`src/rtl/hack_exec_stage.sv`:
```
// Hack CPU execute/control stage: holds A/D, drives the external ALU,
// sequences data-memory read/write and retires each instruction with a new PC.
module hack_exec_stage #(
    parameter int                PC_W     = 15,
    parameter logic [PC_W-1:0]   RESET_PC = '0
) (
    input  logic            clk,
    input  logic            rst_n,
    input  logic [15:0]     instr,
    input  logic            instr_valid,
    output logic            instr_ready,
    output logic [PC_W-1:0] pc_out,
    output logic            pc_valid,
    output logic [15:0]     a_reg,
    output logic [15:0]     d_reg,
    output logic [15:0]     alu_x,
    output logic [15:0]     alu_y,
    output logic            alu_zx,
    output logic            alu_nx,
    output logic            alu_zy,
    output logic            alu_ny,
    output logic            alu_f,
    output logic            alu_no,
    input  logic [15:0]     alu_out,
    input  logic            alu_zr,
    input  logic            alu_ng,
    output logic [PC_W-1:0] mem_addr,
    output logic            mem_rd,
    input  logic [15:0]     mem_rdata,
    input  logic            mem_rvalid,
    output logic            mem_wr,
    output logic [15:0]     mem_wdata,
    input  logic            mem_wack
);

    typedef enum logic [1:0] {IDLE, MREAD, EXEC, MWRITE} state_t;

    localparam logic [PC_W-1:0] PC_ONE = PC_W'(1);

    state_t          state;
    logic [12:0]     ir;
    logic [15:0]     m_lat;
    logic [PC_W-1:0] addr_lat;
    logic [PC_W-1:0] pc_lat;
    logic            in_exec;
    logic            jump;
    logic            unused_bits;

    assign unused_bits = ^instr[14:13];

    assign instr_ready = (state == IDLE);
    assign in_exec     = (state == EXEC);

    assign alu_x = in_exec ? d_reg : '0;
    assign alu_y = in_exec ? (ir[12] ? m_lat : a_reg) : '0;
    assign {alu_zx, alu_nx, alu_zy, alu_ny, alu_f, alu_no} =
        in_exec ? ir[11:6] : 6'b0;

    assign jump = (ir[2] & alu_ng) | (ir[1] & alu_zr) |
                  (ir[0] & ~alu_ng & ~alu_zr);

    always_ff @(posedge clk or negedge rst_n) begin
        if (!rst_n) begin
            state     <= IDLE;
            a_reg     <= '0;
            d_reg     <= '0;
            pc_out    <= RESET_PC;
            pc_valid  <= 1'b0;
            ir        <= '0;
            m_lat     <= '0;
            addr_lat  <= '0;
            pc_lat    <= '0;
            mem_rd    <= 1'b0;
            mem_wr    <= 1'b0;
            mem_addr  <= '0;
            mem_wdata <= '0;
        end else begin
            pc_valid <= 1'b0;
            unique case (state)
                IDLE: begin
                    if (instr_valid) begin
                        if (!instr[15]) begin
                            a_reg    <= instr;
                            pc_out   <= pc_out + PC_ONE;
                            pc_valid <= 1'b1;
                        end else begin
                            // address is the A value before this instruction
                            ir       <= instr[12:0];
                            addr_lat <= a_reg[PC_W-1:0];
                            pc_lat   <= pc_out;
                            if (instr[12]) begin
                                state    <= MREAD;
                                mem_rd   <= 1'b1;
                                mem_addr <= a_reg[PC_W-1:0];
                            end else begin
                                state <= EXEC;
                            end
                        end
                    end
                end
                MREAD: begin
                    if (mem_rvalid) begin
                        m_lat  <= mem_rdata;
                        mem_rd <= 1'b0;
                        state  <= EXEC;
                    end
                end
                EXEC: begin
                    if (ir[5]) a_reg <= alu_out;
                    if (ir[4]) d_reg <= alu_out;
                    mem_wdata <= alu_out;
                    pc_out    <= jump ? addr_lat : pc_lat + PC_ONE;
                    if (ir[3]) begin
                        state    <= MWRITE;
                        mem_wr   <= 1'b1;
                        mem_addr <= addr_lat;
                    end else begin
                        state    <= IDLE;
                        pc_valid <= 1'b1;
                    end
                end
                MWRITE: begin
                    if (mem_wack) begin
                        mem_wr   <= 1'b0;
                        state    <= IDLE;
                        pc_valid <= 1'b1;
                    end
                end
                default: state <= IDLE;
            endcase
        end
    end

endmodule

```
`config.mk`:
```
export PLATFORM = sky130hd
export DESIGN_NAME = hack_exec_stage
export DESIGN_NICKNAME = d
export VERILOG_FILES = /design/src/rtl/hack_exec_stage.sv
export SDC_FILE = /design/constraint.sdc
export NUM_CORES = 1
export LEC_CHECK = 0
export CORE_ASPECT_RATIO = 1.5
export CORE_MARGIN = 2
export CORE_UTILIZATION = 53
export DETAILED_ROUTE_END_ITERATION = 16
export GPL_ROUTABILITY_DRIVEN = 0
export PLACE_DENSITY = 0.86
export SLEW_MARGIN = 20
export SYNTH_ARGS = -nofsm -noshare
export SYNTH_HDL_FRONTEND = slang
export SYNTH_SLANG_ARGS = --single-unit
```
`constraint.sdc`:
```
create_clock -name clk -period 4.8 [get_ports clk]
set_input_delay 0.72 -clock clk [delete_from_list [all_inputs] [get_ports clk]]
set_output_delay 0.72 -clock clk [all_outputs]
set_load 0.02 [all_outputs]
```
==> impl_results.md, run 1 <==
* Layout Nets at 871
* Syn Inst Count at 656
* Number of synthesized flops with an enable pin at 0
* CTS resizes at 0
* DR vias at 5923
* Synth warn at 0
* Core area at 12600 um2
* Worst Tran Pin Value at 0.986 ns
* Fraction of synthesized cell area taken by the top area cell type at 51.9%
* H-tree Lvls at 4
* Finished Cell Area at 9330 um2
* Vias per cell at 6.03
* Synth Area in Adders at 0.365%
* Net count after synthesis at 713
* CP Max Fanout at 30
* CP required at 4.08 ns
* Seq cells post-synth at 142
* Cell Area, Synth at 6850 um2
* Crit start category: register
* Number of port buffers at 174
* Post-DP Area at 8670 um2
* Mux cell area share after synthesis at 16.7%
* Clock Latency Late Sink at 0.42 ns
* Slew Limit Fails at 0
* Fill count at 825
* Syn Area/Cell at 10.4 um2
* Residual DRC at 0
* First-pass detailed-route iteration total at 9
* FMAX at 0.300 GHz
* Most frequent cells in the layout: clkdlybuf4s50_1, dfrtp_1, nand2_1, mux2_2, nor2_1
* Clk root buf: clkbuf_16
* Wire per inst at 20.9 um
* Distinct cell type count after synthesis at 55
* # clock sinks at 142
* Initial antenna violation count at 0
* Largest net degree at the start of global routing at 110
* CTS tree: done
* Sequential fraction of the synthesis area at 51.9%
* Synth-to-layout area growth at 36.2%
* # diodes at 0
* Power Density at 812 nW/um2
* Xor and xnor area share after synthesis at 0.512%
* Max_cap viols at 0
* Clock Pin Slew Worst Setup and Hold Paths at 0.06 ns
* CTS Buffer Depth at 2
* Final HPWL DP at 14.3 mm
* GRT Util Overall at 30.0%
* CTS Buf Count at 17
* First-pass GRT wire length at 32.5 mm
* Leak at 3.97 nW
* Die area at 13900 um2
* Top cells by area, synth: dfrtp_1, mux2_2, nand2_1
* Vias in the first global route at 6061
* Final ANT Viol Nets at 0
* Setup skew after layout at 0.00677 ns
* Count of final setup violators at 0
* Fin crit share at 69.4%
* Peak supply drop at 0.476 mV
* Dominant register cell in the synthesized netlist: dfrtp_1
* Site Rows at 50
* Final Hold Fails at 0
* FFs w/ async S/R, synth at 100%
* Crit. End Element: primary output
* Vert. Die Dim at 143 um
* Status: finished clean
* Total setup buffers inserted after CTS at 0
* Slew headroom at 34.3%
* Commonest non-fill, non-tap cell in the layout: clkdlybuf4s50_1
* Ratio of cells with drive above 1 in the final layout at 14.5%
* WL final at 20.5 mm
* Simple-gate area share of the yosys netlist at 17.0%
* # IOs at 175
* Worst Hold Class: input port to asynchronous set/reset pin
* RSZ-0062 raised after global routing: false
* Tmin final at 3.33 ns
* Die width at 96.8 um
* Synth area leader: dfrtp_1
* Initial Utilization at 54.5%
* Power Total at 0.00757 W
* # hold bufs at CTS at 0
* Post-synthesis compound-gate area fraction at 10.5%
* Final TNS setup at 0 ns
* FF/Latch Area at 3550 um2
* Critical path class: register to primary output
* GRT overflow at 0
* WP data arrival at 2.61 ns
* Largest family of logic cells by synthesized area: simple AND/OR/NAND/NOR gates
* Initial drt markers at 527
* Multi-input gate area at 3100 um2
==> cells in the mapped netlist (2+ instances only) <==
cell type  instances
nor2b_1            3
a41oi_1            3
o21a_1             3
xnor2_1            4
nand2_1          116
buf_6              2
a21oi_1           15
clkbuf_1          22
ha_1               2
a211oi_1           3
mux2i_1           32
nand4_1            8
o221ai_1           3
or4_1              2
a21o_1             7
a311oi_1           2
nand3b_1           3
o31ai_1            2
buf_1              4
o31a_1             2
mux2_2            73
nor2_1            37
nor3_1             6
and4_1             3
a211o_1            2
a31oi_1           19
and3_1             4
or3_1              4
dfrtp_1          142
buf_2             13
o211ai_1           8
and2_1            28
inv_1              6
nor4_1             5
o21ai_0           36
nand3_1           13
==> final timing paths <==
| kind | depth (start not counted) | start | end | slack [ns] |
|---|---|---|---|---|
| max in group asynchronous | 2 | rst_n | m_lat[2]$_DFFE_PN0P_ | 3.35 |
| min reg2reg | 2 | mem_wdata[1]$_DFFE_PN0P_ | mem_wdata[1]$_DFFE_PN0P_ | 0.47 |
| max reg2reg | 4 | state[1]$_DFFE_PN0P_ | d_reg[9]$_DFFE_PN0P_ | 1.66 |
| max | 3 | state[1]$_DFFE_PN0P_ | alu_no | 1.47 |
| min | 1 | rst_n | pc_out[4]$_DFFE_PN0P_ | 0.42 |
| min in group clk | 2 | mem_wdata[1]$_DFFE_PN0P_ | mem_wdata[1]$_DFFE_PN0P_ | 0.47 |
==> final cells by class <==
cell class                      count  share of cell area [%]
Inverter                            6                   0.241
Timing Repair Buffer              181                    19.3
Tap cell                          156                    2.09
Clock buffer                       22                    5.08
Sequential cell                   142                    38.1
Clock inverter                     10                    1.97
Multi-Input combinational cell    466                    33.3
==> critical path, stage by stage, from the launching register on <==
cell and delay (ns):
dfrtp_1 0.70, nor2b_4 0.64, and2_1 0.23, clkdlybuf4s50_1 0.60
==> cells by family after synthesis <==
group	count (synthesis)
AND/OR/NAND/NOR	242
flip-flops	142
buffers and inverters	48
AO/OA/AOI/OAI	113
adder cells (fa/ha/maj)	2
multiplexers	105
XOR/XNOR	4
==> where the power goes <==
part | internal [W] | switching (W) | total (W)
registers | 0.00180 | 0.000712 | 0.00251
clock network | 0.000963 | 0.000503 | 0.00147
logic | 0.00170 | 0.00190 | 0.00359
total | 0.00446 | 0.00311 | 0.00757
==> through the flow <==
step / setup slack (ns) / utilization [%] / hold slack [ns] / std cells
final: 1.47 / 74.2 / 0.418 / 983
after global routing: 1.37 / 74.2 / 0.503 / 983
after CTS: 1.47 / 74.2 / 0.477 / 983
after detailed placement: 1.74 / 68.9 / 0.462 / 951
after global placement: 1.86 / 68.9 / 0.458 / 951
after floorplan: 2.64 / - / 0.424 / 656
==> metal layers <==
| metal | up-vias | routed length, um | GRT usage [%] |
|---|---|---|---|
| li1 | 2644 | - | - |
| met1 | 2890 | 7130 | 32.7 |
| met2 | 314 | 11200 | 54.9 |
| met3 | 75 | 1330 | 6.27 |
| met4 | 0 | 867 | 14.8 |
| met5 | - | 0 | 0 |
Note: power is estimated with default switching activity, not from simulation.
==> inputs of run 2 (changes only) <==
- CORE_UTILIZATION: 53 -> 45
- PLACE_DENSITY: 0.86 -> 0.77
- clock period: 4.8 -> 2.9 ns (I/O delays scaled with it)
==> impl_results.md, run 2 (same netlist as run 1, synthesis figures left out) <==
* Crit. End Element: primary output
* GRT Util Overall at 26.0% (-3.9 points)
* Clock Pin Slew Worst Setup and Hold Paths at 0.06 ns (about the same)
* Slew headroom at 47.0% (+13 points)
* Core area at 15000 um2 (+19%)
* Layout Nets at 878 (+0.80%)
* Initial drt markers at 371 (-30%)
* Worst Hold Class: input port to asynchronous set/reset pin
* Critical path class: register to primary output
* Number of port buffers at 174 (unchanged)
* Die width at 105 um (+8.2%)
* First-pass detailed-route iteration total at 5 (-4)
* Power Total at 0.0124 W (+64%)
* CTS tree: done
* Setup skew after layout at 0.00759 ns (+0.000822 ns)
* Ratio of cells with drive above 1 in the final layout at 15.5% (+0.96 points)
* First-pass GRT wire length at 33.1 mm (+1.8%)
* Final ANT Viol Nets at 0 (unchanged)
* Status: finished clean
* FMAX at 0.359 GHz
* WL final at 20.8 mm (+1.2%)
* Most frequent cells in the layout: clkdlybuf4s50_1, dfrtp_1, nand2_1, mux2_2, nor2_1
* Initial Utilization at 45.6% (-8.8 points)
* Commonest non-fill, non-tap cell in the layout: clkdlybuf4s50_1
* Power Density at 1320 nW/um2 (+63%)
* # hold bufs at CTS at 0 (unchanged)
* Tmin final at 2.79 ns
* Initial antenna violation count at 0 (unchanged)
* CP required at 2.47 ns (-1.61 ns)
* Fin crit share at 96.1%
* Clk root buf: clkbuf_16
* CTS Buf Count at 17 (unchanged)
* Die area at 16200 um2 (+17%)
* CTS resizes at 0 (unchanged)
* CP Max Fanout at 17 (-43%)
* RSZ-0062 raised after global routing: false
* # diodes at 0 (unchanged)
* WP data arrival at 2.35 ns (-0.26 ns)
* Count of final setup violators at 0 (unchanged)
* Worst setup margin at 0.112 ns (-1.36 ns)
* Vert. Die Dim at 155 um (+8.3%)
* Wire per inst at 20.1 um (-3.7%)
* GRT overflow at 0 (unchanged)
* Final Hold Fails at 0 (unchanged)
* DR vias at 5923 (unchanged)
* H-tree Lvls at 4 (unchanged)
* Synth-to-layout area growth at 37.3%
* Vias per cell at 5.73 (-4.8%)
* R2R cell count at 5 (+1)
* Site Rows at 55 (+10%)
* Clock Latency Late Sink at 0.41 ns (about the same)
* Vias in the first global route at 6303 (+4.0%)
* Peak supply drop at 0.782 mV (+64%)
* Residual DRC at 0 (unchanged)
* CTS Buffer Depth at 2 (unchanged)
* Total setup buffers inserted after CTS at 0 (unchanged)
* Largest net degree at the start of global routing at 66 (-40%)
* Final TNS setup at 0 ns (unchanged)
* # IOs at 175 (unchanged)
* # clock sinks at 142 (unchanged)
* Crit start category: register
* Slew Limit Fails at 0 (unchanged)
* Final HPWL DP at 15.0 mm (+5.3%)
* Worst Tran Pin Value at 0.790 ns (-0.196 ns)
* Reg2reg setup slack at 0.56 ns (-1.10 ns)
* Setup slack at placement at 0.443 ns (-1.29 ns)
* Max_cap viols at 0 (unchanged)
* Leak at 3.98 nW (+0.31%)
==> run 2: cell types whose count changed in the layout (fill, tap and decap cells not counted), sizes merged <==
cell,previous run,this run
clkbuf,22,17
inv,6,10
clkinvlp,2,3
bufinv,5,3
clkinv,3,5
buf,8,15
==> run 2: power by group <==
part	internal (W)	total [W]	switching, W
Clock	0.00137	0.00225	0.000885
Sequential	0.00298	0.00406	0.00108
Combinational	0.00286	0.00608	0.00323
Total	0.00721	0.0124	0.00519
==> run 2: worst max-delay path, stage by stage (launching register included) <==
cell and delay, ns:
dfrtp_1 0.58, or2b_2 0.54, nor2_1 0.20, clkdlybuf4s50_1 0.62
==> run 2: layout make-up <==
type,instances,area (um2)
sequential,142,3550
tap,199,249
inverter,6,22.5
fill,1233,5600
clock buffer,17,425
multi-input combinational,466,3100
timing repair buffer,188,1860
clock inverter,15,188
==> run 2: path summary, 6_finish.rpt <==
check | from | endpoint
worst max register to register | state[0]$_DFFE_PN0P_ | a_reg[8]$_DFFE_PN0P_
worst max-delay path | state[0]$_DFFE_PN0P_ | alu_y[11]
worst min-delay path | rst_n | addr_lat[9]$_DFFE_PN0P_
max in group asynchronous | rst_n | addr_lat[6]$_DFFE_PN0P_
worst min register to register | mem_wdata[15]$_DFFE_PN0P_ | mem_wdata[15]$_DFFE_PN0P_
min in group clk | mem_wdata[15]$_DFFE_PN0P_ | mem_wdata[15]$_DFFE_PN0P_
==> run 2: per-layer routing <==
metal	global-route usage (%)	routed length, um	share of wire (%)
met1	27.2	7230	35
met2	47.6	11300	54
met3	5.74	1150	5.5
met4	14.9	1160	5.6
met5	0	0	0
==> run 2: metrics by stage <==
stage / cells / util [%] / hold slack [ns] / area (um2)
6_report: 1033 / 62.7 / 0.0166 / 9400
5_1_grt: 1033 / 62.7 / 0.0414 / 9400
4_1_cts: 1033 / 62.7 / 0.0325 / 9400
3_5_place_dp: 1001 / 58.6 / 0.462 / 8790
2_1_floorplan: 656 / - / 0.139 / 6850
3_3_place_gp: 1001 / 58.6 / 0.461 / 8790
